File: config.mk
export PLATFORM = sky130hd
export DESIGN_NAME = packet_arbiter
export DESIGN_NICKNAME = d
export VERILOG_FILES = /design/src/rtl/packet_arbiter.sv
export SDC_FILE = /design/constraint.sdc
export NUM_CORES = 1
export LEC_CHECK = 0
export ABC_AREA = 1
export CELL_PAD_IN_SITES_DETAIL_PLACEMENT = 1
export CELL_PAD_IN_SITES_GLOBAL_PLACEMENT = 1
export CORE_MARGIN = 2
export CORE_UTILIZATION = 28
export CTS_BUF_LIST = sky130_fd_sc_hd__clkbuf_4
export DETAILED_ROUTE_END_ITERATION = 6
export PLACE_DENSITY_LB_ADDON = 0.1
export REMOVE_ABC_BUFFERS = 1
export SLEW_MARGIN = 15
export SYNTH_ARGS = -nofsm -noshare
export SYNTH_HDL_FRONTEND = slang
export SYNTH_SLANG_ARGS = --single-unit
File: constraint.sdc
create_clock -name clk -period 2.4 [get_ports clk]
set_input_delay 0.6 -clock clk [delete_from_list [all_inputs] [get_ports clk]]
set_output_delay 0.6 -clock clk [all_outputs]
set_load 0.01 [all_outputs]
File: src/rtl/packet_arbiter.sv
// Two-input Avalon-ST packet arbiter with round-robin tie-break and an Avalon-MM CSR block.
// Packets are never interleaved: a grant holds from the SOP beat until the EOP beat is accepted.
module packet_arbiter #(
  parameter int DATA_BYTES = 8,
  parameter int EMPTY_W    = $clog2(DATA_BYTES)
) (
  input  logic                    clk,
  input  logic                    reset,
  input  logic [DATA_BYTES*8-1:0] stream0_data,
  input  logic [EMPTY_W-1:0]      stream0_empty,
  input  logic                    stream0_valid,
  input  logic                    stream0_startofpacket,
  input  logic                    stream0_endofpacket,
  output logic                    stream0_ready,
  input  logic [DATA_BYTES*8-1:0] stream1_data,
  input  logic [EMPTY_W-1:0]      stream1_empty,
  input  logic                    stream1_valid,
  input  logic                    stream1_startofpacket,
  input  logic                    stream1_endofpacket,
  output logic                    stream1_ready,
  output logic [DATA_BYTES*8-1:0] stream_out_data,
  output logic [EMPTY_W-1:0]      stream_out_empty,
  output logic                    stream_out_valid,
  output logic                    stream_out_startofpacket,
  output logic                    stream_out_endofpacket,
  input  logic                    stream_out_ready,
  input  logic [1:0]              csr_address,
  input  logic                    csr_read,
  input  logic                    csr_write,
  input  logic [31:0]             csr_writedata,
  output logic [31:0]             csr_readdata,
  output logic                    csr_readdatavalid,
  output logic                    csr_waitrequest
);

  typedef enum logic [1:0] {IDLE, GRANT0, GRANT1} state_e;

  state_e      state_q, state_d;
  logic        last_grant_q, last_grant_d;
  logic [1:0]  enable_q, enable_d;
  logic [31:0] pkt_count0_q, pkt_count0_d;
  logic [31:0] pkt_count1_q, pkt_count1_d;
  logic [31:0] drop_count_q, drop_count_d;
  logic [31:0] csr_rdata_q, csr_rdata_d;
  logic        csr_rdvalid_q;
  logic        req0, req1, orphan0, orphan1;
  logic        unused_wdata;

  assign unused_wdata      = ^csr_writedata[31:2];
  assign csr_waitrequest   = 1'b0;
  assign csr_readdata      = csr_rdata_q;
  assign csr_readdatavalid = csr_rdvalid_q;

  always_comb begin
    state_d                  = state_q;
    last_grant_d             = last_grant_q;
    enable_d                 = enable_q;
    pkt_count0_d             = pkt_count0_q;
    pkt_count1_d             = pkt_count1_q;
    drop_count_d             = drop_count_q;
    csr_rdata_d              = csr_rdata_q;
    stream0_ready            = 1'b0;
    stream1_ready            = 1'b0;
    stream_out_data          = '0;
    stream_out_empty         = '0;
    stream_out_valid         = 1'b0;
    stream_out_startofpacket = 1'b0;
    stream_out_endofpacket   = 1'b0;
    req0                     = stream0_valid & stream0_startofpacket & enable_q[0];
    req1                     = stream1_valid & stream1_startofpacket & enable_q[1];
    orphan0                  = stream0_valid & ~stream0_startofpacket & enable_q[0];
    orphan1                  = stream1_valid & ~stream1_startofpacket & enable_q[1];

    // Read wins over a simultaneous write; counters are sampled before this cycle's update.
    if (csr_read) begin
      case (csr_address)
        2'd0:    csr_rdata_d = {30'd0, enable_q};
        2'd1:    csr_rdata_d = pkt_count0_q;
        2'd2:    csr_rdata_d = pkt_count1_q;
        default: csr_rdata_d = drop_count_q;
      endcase
    end else if (csr_write && csr_address == 2'd0) begin
      enable_d = csr_writedata[1:0];
    end

    if (!reset) begin
      case (state_q)
        IDLE: begin
          stream0_ready = orphan0;
          stream1_ready = orphan1;
          drop_count_d  = drop_count_q + {31'd0, orphan0} + {31'd0, orphan1};
          // last_grant_q=1 means port 0 has priority on a tie.
          if (req0 && (!req1 || last_grant_q)) begin
            state_d      = GRANT0;
            last_grant_d = 1'b0;
          end else if (req1) begin
            state_d      = GRANT1;
            last_grant_d = 1'b1;
          end
        end
        GRANT0: begin
          stream_out_data          = stream0_data;
          stream_out_empty         = stream0_empty;
          stream_out_valid         = stream0_valid;
          stream_out_startofpacket = stream0_startofpacket;
          stream_out_endofpacket   = stream0_endofpacket;
          stream0_ready            = stream_out_ready;
          if (stream0_valid && stream_out_ready) begin
            if (stream0_startofpacket) pkt_count0_d = pkt_count0_q + 32'd1;
            if (stream0_endofpacket)   state_d      = IDLE;
          end
        end
        GRANT1: begin
          stream_out_data          = stream1_data;
          stream_out_empty         = stream1_empty;
          stream_out_valid         = stream1_valid;
          stream_out_startofpacket = stream1_startofpacket;
          stream_out_endofpacket   = stream1_endofpacket;
          stream1_ready            = stream_out_ready;
          if (stream1_valid && stream_out_ready) begin
            if (stream1_startofpacket) pkt_count1_d = pkt_count1_q + 32'd1;
            if (stream1_endofpacket)   state_d      = IDLE;
          end
        end
        default: state_d = IDLE;
      endcase
    end
  end

  always_ff @(posedge clk) begin
    if (reset) begin
      state_q       <= IDLE;
      last_grant_q  <= 1'b1;
      enable_q      <= 2'b11;
      pkt_count0_q  <= '0;
      pkt_count1_q  <= '0;
      drop_count_q  <= '0;
      csr_rdata_q   <= '0;
      csr_rdvalid_q <= 1'b0;
    end else begin
      state_q       <= state_d;
      last_grant_q  <= last_grant_d;
      enable_q      <= enable_d;
      pkt_count0_q  <= pkt_count0_d;
      pkt_count1_q  <= pkt_count1_d;
      drop_count_q  <= drop_count_d;
      csr_rdata_q   <= csr_rdata_d;
      csr_rdvalid_q <= csr_read;
    end
  end

endmodule

**After elaboration in Yosys (flattened, before gate mapping)**

Index checks and enable logic that the tools add are counted.

- Register bits: 134
- Input bits: 179
- Output and inout port bits: 106
- Logic and storage cells: 70

- $add $sub $neg: 4
- Equality and inequality tests: 9
- Multiplexer cells: 24
- Bitwise logic cells: 11
- Reductions and logical operators: 14

Operators by type and width:

| kind | count |
|---|---|
| $pmux 64 s2 | 1 |
| $pmux 32 s3 | 1 |
| $add 32x1->32 | 2 |
| $add 32x1->32 const B | 2 |
| $mux 64 | 1 |
| $mux 2 | 6 |
| $pmux 1 s2 | 5 |
| $and 1x1->1 | 8 |
| $ne 2x2->1 const B | 4 |
| $mux 1 | 7 |
| $pmux 2 s3 | 1 |
| $pmux 3 s2 | 1 |
| $reduce_and 3->1 | 2 |
| $reduce_and 5->1 | 1 |
| $eq 2x1->1 const B | 2 |
| $eq 2x2->1 const B | 2 |
| $logic_and 1x1->1 | 4 |
| $logic_not 2->1 | 2 |
| $reduce_and 2->1 | 2 |
| $mux 3 | 1 |
| $ne 3x3->1 const B | 1 |
| $not 1->1 | 3 |
| $reduce_bool 2->1 | 1 |
| $logic_not 1->1 | 1 |
| $logic_or 1x1->1 | 1 |

**Longest topological paths before layout**

Gate-level depths: netlist (run 1).

- Word-level depth: 7
- Gate-level depth with buffers: 15
- Depth with buffers taken out: 15

**Worst setup path before layout (run 1)**

Ideal clock, no wire load.

- Kind: input-to-reg
- Start: input port stream1_startofpacket
- End: register drop_count_q[24]
- Library setup time: 128 ps
- Data arrival time: 2140 ps
- Data required time: 2272 ps
- Setup slack: 133 ps
- Stages: 14
- Buffers on the path: 0
- Path through: inv_1 -> nand3_1 -> fa_1 -> inv_1 -> ha_1 -> nand2_2 -> nor2_2 -> nand2_2 -> nor2_2 -> nand2_1 -> nor2_1 -> nand2_1 -> nand2_1 -> nor2_1

- Word-level cells in the longest chain between the ends: 4

Ends and longest elaborated chain:

| what | line | source |
|---|---|---|
| start, declared | 18 | `input logic stream1_startofpacket,` |
| $not 1->1 | 72 | `orphan1 = stream1_valid & ~stream1_startofpacket & enable_q[1];` |
| $and 1x1->1 (2 in series) | 72 |  |
| $add 32x1->32 | 91 | `drop_count_d = drop_count_q + {31'd0, orphan0} + {31'd0, orphan1};` |
| end signal, assigned | 146 | `drop_count_q <= drop_count_d;` |
| end, declared | 43 | `logic [31:0] drop_count_q, drop_count_d;` |

No other way between the ends.
A chain may end at the register's enable or synchronous reset.

**Worst setup path in the final report (run 1)**

- Start: register state_q[0]
- End: output port stream_out_data[18]

- Word-level cells in the longest chain between the ends: 3
- Elaborated cells between the ends (all ways): 4
- Classes of those cells: eq/ne (2); mux (2)

Ends and longest elaborated chain:

| what | line | source |
|---|---|---|
| start, declared | 38 | `state_e state_q, state_d;` |
| start signal, assigned | 141 | `state_q <= state_d;` |
| $eq 2x2->1 or $eq 2x1->1 (tied branches) | 87 | `case (state_q)` |
| $pmux 64 s2 (*) | 87 |  |
| $mux 64 (*) | 86 | `if (!reset) begin` |
| end, declared | 21 | `output logic [DATA_BYTES*8-1:0] stream_out_data,` |

Mark *: on every way between the ends. The rest lies on a longest branch, timed or not.

==> metrics.csv, run 1 <==
stage;metric;value;unit
critical_path;critical path type;flip-flop to output port;
detailed_routing;antenna violation net count after detailed routing;0;
timing;post-layout min period;2.59;ns
die;Core Area;28700;um2
pwr;P_leak;0.00499;uW
finish;area grow syn2layout;62.9;%
placement;GPL Wtd Cong;0.877;
detailed_routing;Detailed Route WL;39.4;mm
timing;worst setup margin;-0.194;ns
clocking;clk buf depth;2;
critical_path;CP bufs+invs;4;
timing;RSZ-0062 raised after global routing;yes;
synth;top post-synthesis cells by area;dfxtp_1 (33%), nand2_1 (20%), nor2_1 (8.0%), a21oi_1 (8.0%), nand3_1 (6.1%);
synth;Synth top area share;0.328;
detailed_routing;routed len/inst;19.1;um
finish;Seq. cell area;2690;um2
synth;part of the Yosys area used for sequential elements;0.328;
pwr;Pwr per Cell Area;408;nW/um2
pwr;Pwr Total;5440;uW
die;die area;30600;um2
placement;placed insts;2009;
critical_path;CP top delay family;buffers and inverters;
status;failing checks;setup timing;
critical_path;Data arrival, critical path;1.99;ns
clocking;hold_buf cts;0;
timing;maximum clock frequency;386;MHz
critical_path;Startpoint Class;flip-flop;
synth;Cells after Synth;1354;
worst_hold_path;min-delay worst type;primary input to flip-flop;
finish;post-route cell area;13300;um2
critical_path;CP cell instances;inv_2 -> ha_4 -> nand2_8 -> buf_16 -> clkbuf_16 -> a21oi_2 -> buf_2;
synth;Post-synth ARST share;0;
placement;Post-DP HPWL;28.2;mm
detailed_routing;detailed-route via count;10300;
clocking;Root Driver;clkbuf_4;
critical_path;Max FO, Critical Path;7;
global_routing;vias in the first global route;10300;
global_routing;first-pass GRT wire length;58.7;mm
synth;Synth Area per Inst;6.04;um2
synth;Distinct cells, synth;37;
timing;Slew @ Worst Pin;1.03;ns
clocking;H-Tree Depth;4;
die;Die Wd;175;um
flow_run;Max-cap violations;0;
status;status;finished with violations;
finish;Final Util;0.464;
synth;number of enable flip-flop cells after synthesis;0;
global_routing;initial antenna violation count;1;
timing;part of the cycle the worst path needs;1.08;
timing;Setup Viol. Count Final;71;
clocking;CTS Buf Count;17;
finish;share of layout cells above drive strength 1;0.236;
die;Die Y;175;um
detailed_routing;Avg Vias per Cell;4.98;
critical_path;slowest CP cell;dfxtp_4;
detailed_routing;DRT Pass-1 Iters;5;
clocking;CTS tree;built;
die;row count;62;
detailed_routing;DRT iter0 DRCs;467;
timing;Layout Skew;0.0236;ns
timing;Hold Fails Final Rpt;0;
placement;number of port buffers;253;
detailed_routing;DRC Markers;0;
synth;Post-synth top cells;nand2_1 (428), nor2_1 (175), dfxtp_1 (134);
synth;#FFs+latches synth;134;
critical_path;Crit. End Element;output port;
finish;Final #Nets;1854;
global_routing;GRT Overall Usage;0.248;
clocking;clock slew at reported path FFs;0.14;ns
synth;top_reg_cell synth;dfxtp_1;
global_routing;largest net degree at the start of global routing;95;
timing;max-slew violation count;0;
critical_path;critical path required time;1.80;ns
die;Initial Util;0.285;
global_routing;gr ovfl total;0;
synth;post-synthesis cell area;8180;um2
synth;top-count cell post-synth;nand2_1;
clocking;CTS sink cnt;134;
placement;placed inst area;11600;um2
synth;Synth area leader;dfxtp_1;
finish;Post-Layout Cell Count;2066;
clocking;Skew-Pair Late Insertion Delay;0.56;ns
synth;Synth Warn #;0;
pwr;Worst IR Drop VDD;0.269;mV
finish;area of the multi-input gates;5640;um2
placement;post-place setup slack;-0.565;ns
die;# IOs;285;
timing;slew margin rel.;0.317;
critical_path;largest stage delay on the critical path;0.38;ns
finish;FILL cells;3669;
[report_power, final]
part / total (uW) / internal [uW] / switching, uW
Clock: 1830 / 918 / 917
Combinational: 1320 / 661 / 659
Sequential: 2280 / 2250 / 26.9
Total: 5440 / 3830 / 1600
[worst paths after layout]
check                        start             endpoint  slack, ns  depth (start not counted)
setup / recovery        state_q[0]  stream_out_data[18]      -0.19                          7
hold / removal            csr_read     csr_readdata[26]       0.37                          3
setup reg to reg        state_q[1]     pkt_count0_q[20]       0.15                         13
hold reg to reg   csr_readdata[19]     csr_readdata[19]       0.47                          2
[cells by family after synthesis]
group           count (synthesis)  share of synthesized area
simple gates                  792                      0.408
compound gates                220                      0.151
buf+inv                       193                     0.0939
flops                         134                      0.328
xor+xnor                        7                    0.00749
fa+ha+maj                       7                     0.0116
other cells                     1                   0.000458
[cell usage in the layout, fill, tap and decap left out, types with 14 or more instances in the layout]
cell type | synthesis | routed
o21ai_0 | 47 | 47
a21oi_2 | 0 | 44
a21oi_4 | 0 | 28
nand2_1 | 428 | 362
nand2_4 | 0 | 37
a41oi_1 | 14 | 14
nand3_1 | 100 | 99
nand2_2 | 9 | 37
a21oi_1 | 131 | 59
buf_6 | 2 | 37
buf_4 | 5 | 61
buf_12 | 0 | 16
clkbuf_4 | 0 | 17
dfxtp_1 | 134 | 131
nand4_1 | 22 | 22
nor2_1 | 175 | 171
clkdlybuf4s50_1 | 0 | 178
buf_2 | 8 | 41
nor2_2 | 15 | 19
inv_1 | 128 | 124
o221ai_1 | 16 | 16
nor3_1 | 27 | 26
[worst min-delay path, delay by kind of cell]
kind,cells,cell delay [ns]
buffers and inverters,1,0.15
AND/OR/NAND/NOR,1,0.09
AO/OA/AOI/OAI,1,0.06
[registers in the layout, indices dropped and copies added, names as in the netlist]
signal / count
csr_readdata: 32
drop_count_q: 32
pkt_count0_q: 32
pkt_count1_q: 32
enable_q: 2
state_q: 2
csr_readdatavalid: 1
last_grant_q: 1
[cell type report]
| class | count | area share |
|---|---|---|
| Clock inverter | 15 | 0.0158 |
| Tap cell | 384 | 0.0361 |
| Clock buffer | 17 | 0.00958 |
| Timing Repair Buffer | 354 | 0.276 |
| Inverter | 134 | 0.0379 |
| Antenna cell | 1 | 0.000188 |
| Multi-Input combinational cell | 1027 | 0.423 |
| Sequential cell | 134 | 0.202 |
[repair_timing]
action,in CTS,in global routing
gates resized for setup,438,148
cloned,13,4
hold endpoints to repair,0,0
endpoints found under the setup margin,72,84
setup buffers,8,6
pin swaps,22,40
[metrics by stage]
step,hold WS [ns],TNS (ns)
finish,0.368,-10.13
global route,0.343,-17.61
CTS,0.329,-12.33
detailed placement,0.457,-22.39
global placement,0.453,-20.61
floorplan,0.455,-147.13
[per-layer routing]
| layer | routed length [um] | GRT usage |
|---|---|---|
| met3 | 1800 | 0.0490 |
| met4 | 874 | 0.0608 |
| met1 | 18400 | 0.339 |
| met5 | 0 | 0 |
| met2 | 18300 | 0.401 |
Power figures use the tool's default switching activity.
==> inputs of run 2 (changes only) <==
--- a/config.mk
+++ b/config.mk
@@ -8,7 +8,7 @@
 export ABC_AREA = 1
 export CELL_PAD_IN_SITES_DETAIL_PLACEMENT = 1
 export CELL_PAD_IN_SITES_GLOBAL_PLACEMENT = 1
-export CORE_MARGIN = 2
+export CORE_MARGIN = 10
 export CORE_UTILIZATION = 28
 export CTS_BUF_LIST = sky130_fd_sc_hd__clkbuf_4
 export DETAILED_ROUTE_END_ITERATION = 6
==> run 2 against run 1 <==
Clock skew grew 0.0063 ns. Highest routed layer unchanged. Final area decreased by 3.8%. Clock power is 4% lower. Final cell count up 0.77%. The run still ends with setup timing left. Critical endpoint is now stream_out_data[0].
==> metrics.csv, run 2 (synthesis results as in run 1) <==
stage;metric;value;unit;change
status;status;finished with violations;;unchanged
status;failing checks;setup timing;;unchanged
critical_path;largest stage delay on the critical path;0.39;ns;was 0.38 ns
critical_path;r2r endpoint;pkt_count0_q[18];;was pkt_count0_q[20]
pwr;Worst IR Drop VDD;0.245;mV;was 0.269 mV
critical_path;FF-to-FF path depth;14;;was 13
critical_path;Max FO, Critical Path;11;;was 7
placement;placed inst area;11700;um2;was 11,600 um2
finish;most common cell after layout, fill and taps aside;nand2_1;;unchanged
detailed_routing;Detailed Route WL;40.4;mm;was 39.4 mm
timing;maximum clock frequency;390;MHz;was 386 MHz
timing;part of the cycle the worst path needs;1.07;;was 1.08
global_routing;largest net degree at the start of global routing;56;;was 95
clocking;hold_buf cts;0;;unchanged
clocking;Skew-Pair Late Insertion Delay;0.56;ns;about the same
detailed_routing;routed len/inst;19.4;um;was 19.1 um
die;# IOs;285;;unchanged
finish;post-route cell area;12800;um2;was 13,300 um2
timing;max-slew violation count;0;;unchanged
timing;slew margin rel.;0.604;;was 0.317
timing;RSZ-0062 raised after global routing;yes;;unchanged
die;die area;36500;um2;was 30,600 um2
detailed_routing;antenna violation net count after detailed routing;0;;unchanged
critical_path;critical path type;flip-flop to output port;;unchanged
placement;number of port buffers;253;;unchanged
global_routing;vias in the first global route;10400;;was 10,300
critical_path;reg-to-reg setup timing slack;0.13;ns;was 0.15 ns
die;Die Y;191;um;was 175 um
critical_path;Crit. End Element;output port;;unchanged
detailed_routing;DRT iter0 DRCs;592;;was 467
clocking;CTS sink cnt;134;;unchanged
critical_path;critical path required time;1.80;ns;about the same
die;Core Area;28800;um2;was 28,700 um2
die;row count;62;;unchanged
detailed_routing;detailed-route via count;10200;;was 10,300
global_routing;gr ovfl total;0;;unchanged
global_routing;initial antenna violation count;2;;was 1
critical_path;slowest CP cell;dfxtp_4;;unchanged
placement;GPL Wtd Cong;0.835;;was 0.877
finish;commonest non-fill, non-tap cells in the layout;nand2_1 (405), clkdlybuf4s50_1 (179), nor2_1 (173);;was nand2_1 (362), clkdlybuf4s50_1 (178), nor2_1 (171)
die;Initial Util;0.284;;was 0.285
critical_path;Data arrival, critical path;1.96;ns;was 1.99 ns
detailed_routing;Avg Vias per Cell;4.90;;was 4.98
clocking;H-Tree Depth;4;;unchanged
critical_path;Setup crit end;stream_out_data[0];;was stream_out_data[18]
detailed_routing;DRC Markers;0;;unchanged
worst_hold_path;min-delay worst type;flip-flop to flip-flop;;was primary input to flip-flop
clocking;CTS Buf Count;17;;unchanged
timing;post-layout min period;2.56;ns;was 2.59 ns
timing;Setup Viol. Count Final;71;;unchanged
timing;Hold Fails Final Rpt;0;;unchanged
pwr;Pwr Total;5260;uW;was 5440 uW
critical_path;Setup crit start;state_q[0];;unchanged
critical_path;most used cell, CP;buf_12;;
finish;share of layout cells above drive strength 1;0.206;;was 0.236
finish;Final #Nets;1869;;was 1,854
critical_path;FF-to-FF Start;state_q[0];;was state_q[1]
timing;worst setup margin;-0.165;ns;was -0.194 ns
global_routing;first-pass GRT wire length;61.7;mm;was 58.7 mm
finish;area grow syn2layout;56.7;%;was 62.9%
clocking;Root Driver;clkbuf_4;;unchanged
detailed_routing;DRT Pass-1 Iters;5;;unchanged
pwr;P_leak;0.00474;uW;was 0.00499 uW
critical_path;Startpoint Class;flip-flop;;unchanged
clocking;CTS tree;built;;unchanged
placement;Post-DP HPWL;30.5;mm;was 28.2 mm
clocking;clk buf depth;2;;unchanged
timing;Layout Skew;0.0299;ns;was 0.0236 ns
flow_run;Max-cap violations;0;;unchanged
pwr;Pwr per Cell Area;410;nW/um2;was 408 nW/um2
timing;Slew @ Worst Pin;0.594;ns;was 1.03 ns
global_routing;GRT Overall Usage;0.218;;was 0.248
critical_path;CP cell instances;inv_4 -> ha_4 -> nand2_8 -> buf_12 -> buf_12 -> a21oi_1 -> buf_2;;was inv_2 -> ha_4 -> nand2_8 -> buf_16 -> clkbuf_16 -> a21oi_2 -> buf_2
clocking;clock slew at reported path FFs;0.12;ns;was 0.14 ns
die;Die Wd;191;um;was 175 um
[run 2: timing repair]
item	CTS	global route
resized for setup	382	79
buffers inserted	14	9
endpoints found under the setup margin	72	86
pin swaps	12	21
cloned	9	2
endpoints found under the hold margin	0	0
[run 2: final cells by class]
type	instances	area (um2)
inverters	134	505
clock inverters	14	183
fillers	3676	16000
diodes	2	5.00
multi-input cells	1027	5160
clock buffers	18	135
well taps	384	480
repair buffers	369	3670
flip-flops and latches	134	2690
[run 2: through the flow]
stage	setup WS [ns]	TNS, ns	hold WS [ns]	std cells	util
after floorplan	-1.86	-147.13	0.455	1295	-
after CTS	-0.199	-10.51	0.474	2071	0.432
after global placement	-0.471	-17.52	0.454	2016	0.406
after global routing	-0.271	-15.79	0.495	2082	0.446
after detailed placement	-0.498	-19.64	0.455	2016	0.406
final	-0.165	-7.50	0.472	2082	0.446
[run 2: how the worst min path moves through the flow]
| stage | from | end | slack, ns | cells past startpoint |
|---|---|---|---|---|
| 5_1_grt | csr_readdata[15] | csr_readdata[15] | 0.49 | 2 |
| 4_1_cts | csr_readdata[9] | csr_readdata[9] | 0.47 | 2 |
| 2_1_floorplan | drop_count_q[4] | drop_count_q[4] | 0.46 | 1 |
| 3_3_place_gp | csr_readdata[6] | csr_readdata[6] | 0.45 | 2 |
| 3_5_place_dp | csr_readdata[9] | csr_readdata[9] | 0.45 | 2 |
| 6_report | csr_readdata[9] | csr_readdata[9] | 0.47 | 2 |
[run 2: power breakdown]
group	switching (uW)	internal [uW]
sequential	24.7	2250
combinational	567	648
clock	935	829
total	1530	3730
[run 2: routing by layer]
layer	part of all wire	routed length (um)	vias up	global-route usage
met5	0	0	-	0
met3	0.043	1720	23	0.0441
met1	0.46	18400	4972	0.281
li1	-	-	5057	-
met4	0.0084	340	0	0.0403
met2	0.49	19900	143	0.368
[run 2: critical path: cells and delay by family, from the launching register on]
kind | cells | cell delay (ns)
buf+inv | 4 | 0.53
fa+ha+maj | 1 | 0.28
simple gates | 1 | 0.09
compound gates | 1 | 0.11
flops | 1 | 0.39
==> inputs of run 3 (changes only) <==
--- a/config.mk
+++ b/config.mk
@@ -14,6 +14,7 @@
 export DETAILED_ROUTE_END_ITERATION = 6
 export PLACE_DENSITY_LB_ADDON = 0.1
 export REMOVE_ABC_BUFFERS = 1
+export SKIP_CTS_REPAIR_TIMING = 1
 export SLEW_MARGIN = 15
 export SYNTH_ARGS = -nofsm -noshare
 export SYNTH_HDL_FRONTEND = slang
==> run 3 against run 2 <==
The flow still finishes with violations (setup timing). Count of clock-buffer cells in the layout unchanged. Flip-flop and latch count unchanged. Routed wire length decreased by 1.1%. Clock skew about the same. Non-clock buffer count decreased by 19. Clock power about the same. Via count decreased by 0.74%. Critical path depth unchanged. Sequential power about the same. Critical path type unchanged.
==> metrics.csv, run 3 (synthesis results as in run 1) <==
stage;metric;value;unit;change
status;status;finished with violations;;unchanged
status;failing checks;setup timing;;unchanged
global_routing;global routing met2 resource utilization;0.353;;was 0.368
placement;GPL Wtd Cong;0.835;;unchanged
worst_hold_path;min-delay worst type;flip-flop to flip-flop;;unchanged
timing;setup TNS;-6.37;ns;was -7.50 ns
critical_path;Max FO, Critical Path;5;;was 11
timing;max-slew violation count;0;;unchanged
die;die area;36500;um2;unchanged
timing;Slew @ Worst Pin;0.594;ns;about the same
timing;part of the cycle the worst path needs;1.07;;about the same
critical_path;critical path required time;1.80;ns;about the same
global_routing;initial antenna violation count;2;;unchanged
pwr;switching share of power;0.293;;was 0.290
placement;Post-DP HPWL;30.5;mm;unchanged
global_routing;M3 GR Usage;0.0425;;was 0.0441
finish;share of layout cells above drive strength 1;0.200;;was 0.206
pwr;Pwr per Cell Area;412;nW/um2;was 410 nW/um2
timing;RSZ-0062 raised after global routing;yes;;unchanged
die;Initial Util;0.284;;unchanged
flow_run;Max-cap violations;0;;unchanged
detailed_routing;Avg Vias per Cell;4.91;;was 4.90
pwr;Sw Pwr;1510;uW;was 1530 uW
timing;maximum clock frequency;390;MHz;about the same
detailed_routing;antenna violation net count after detailed routing;0;;unchanged
critical_path;slowest CP cell;dfxtp_4;;unchanged
global_routing;met1 capacity usage during global routing;0.265;;was 0.281
timing;post-layout min period;2.56;ns;about the same
finish;Final #Nets;1850;;was 1,869
detailed_routing;DRC Markers;0;;unchanged
detailed_routing;DRT Pass-1 Iters;5;;unchanged
finish;commonest non-fill, non-tap cells in the layout;nand2_1 (405), clkdlybuf4s50_1 (179), nor2_1 (174);;was nand2_1 (405), clkdlybuf4s50_1 (179), nor2_1 (173)
detailed_routing;Detailed Route WL;40.0;mm;was 40.4 mm
clocking;Skew-Pair Late Insertion Delay;0.56;ns;about the same
die;Core Area;28800;um2;unchanged
timing;Layout Skew;0.0300;ns;was 0.0299 ns
clocking;CTS Buf Count;17;;unchanged
clocking;Root Driver;clkbuf_4;;unchanged
clocking;CTS tree;built;;unchanged
timing;Setup Viol. Count Final;71;;unchanged
placement;number of port buffers;253;;unchanged
timing;Hold Slack;0.473;ns;was 0.472 ns
detailed_routing;detailed-route via count;10100;;was 10,200
global_routing;first-pass GRT wire length;58.9;mm;was 61.7 mm
pwr;clock network power share;0.342;;was 0.336
finish;area grow syn2layout;53.6;%;was 56.7%
global_routing;gr ovfl total;0;;unchanged
clocking;clock slew at reported path FFs;0.12;ns;about the same
critical_path;critical path type;flip-flop to output port;;unchanged
critical_path;Data arrival, critical path;1.96;ns;about the same
die;Die Wd;191;um;unchanged
critical_path;FF-to-FF path depth;13;;was 14
clocking;CTS sink cnt;134;;unchanged
finish;post-route cell area;12600;um2;was 12,800 um2
placement;placed insts;2016;;unchanged
die;row count;62;;unchanged
die;Die Y;191;um;unchanged
global_routing;vias in the first global route;10100;;was 10,400
pwr;sequential share of power;0.441;;was 0.433
critical_path;CP cell instances;inv_4 -> ha_4 -> nand2_8 -> buf_12 -> buf_4 -> a21oi_4 -> buf_6;;was inv_4 -> ha_4 -> nand2_8 -> buf_12 -> buf_12 -> a21oi_1 -> buf_2
finish;Final Util;0.437;;was 0.446
pwr;P_leak;0.00459;uW;was 0.00474 uW
pwr;Worst IR Drop VDD;0.254;mV;was 0.245 mV
critical_path;Crit. End Element;output port;;unchanged
placement;placed inst area;11700;um2;unchanged
timing;worst setup margin;-0.161;ns;was -0.165 ns
clocking;H-Tree Depth;4;;unchanged
finish;most common cell after layout, fill and taps aside;nand2_1;;unchanged
worst_hold_path;hold path depth;2;;unchanged
critical_path;reg-to-reg setup timing slack;0.16;ns;was 0.13 ns
detailed_routing;DRT iter0 DRCs;561;;was 592
pwr;internal power component;3660;uW;was 3730 uW
finish;Post-Layout Cell Count;2063;;was 2,082
timing;Hold Fails Final Rpt;0;;unchanged
critical_path;largest stage delay on the critical path;0.40;ns;was 0.39 ns
die;# IOs;285;;unchanged
pwr;combinational cell fraction of total power;0.217;;was 0.231
detailed_routing;routed len/inst;19.4;um;about the same
clocking;clk buf depth;2;;unchanged
global_routing;GRT Overall Usage;0.206;;was 0.218
global_routing;largest net degree at the start of global routing;56;;unchanged
critical_path;Startpoint Class;flip-flop;;unchanged
timing;slew margin rel.;0.604;;about the same
global_routing;busiest grt layer;met2;;unchanged
==> run 3: through the flow <==
| stage | setup slack [ns] | power, uW |
|---|---|---|
| after global routing | -0.265 | 5410 |
| after detailed placement | -0.498 | 3240 |
| after floorplan | -1.86 | 2610 |
| after CTS | -0.750 | 5010 |
| after global placement | -0.471 | 3230 |
| final | -0.161 | 5180 |
==> run 3: area by class of cell <==
class	instances	area [um2]
Antenna cell	2	5.00
Tap cell	384	480
Fill cell	3701	16200
Multi-Input combinational cell	1027	5170
Inverter	134	508
Clock inverter	14	183
Clock buffer	18	135
Timing Repair Buffer	350	3400
Sequential cell	134	2690
==> run 3: metal layers <==
| metal | vias up | part of all wire |
|---|---|---|
| li1 | 5007 | - |
| met1 | 4944 | 0.47 |
| met2 | 154 | 0.49 |
| met3 | 15 | 0.039 |
| met4 | 0 | 0.0052 |
| met5 | - | 0 |
==> run 3: worst paths after layout <==
kind                    from             endpoint
max               state_q[0]  stream_out_data[40]
min          csr_readdata[9]      csr_readdata[9]
max reg2reg       state_q[1]     pkt_count1_q[25]
min reg2reg  csr_readdata[9]      csr_readdata[9]
==> run 3: power groups by stage <==
| stage | sequential, uW | clock, uW | combinational [uW] |
|---|---|---|---|
| floorplan | 2320 | 0 | 288 |
| global route | 2280 | 1920 | 1210 |
| finish | 2280 | 1770 | 1130 |
| global placement | 2330 | 0 | 900 |
| CTS | 2280 | 1820 | 915 |
| detailed placement | 2330 | 0 | 912 |
==> run 3: worst max-delay path, delay by kind of cell (launching register included) <==
family                   cells  cell delay (ns)
AND/OR/NAND/NOR              1             0.08
flip-flops                   1             0.40
adder cells (fa/ha/maj)      1             0.28
buffers and inverters        4             0.51
AO/OA/AOI/OAI                1             0.12
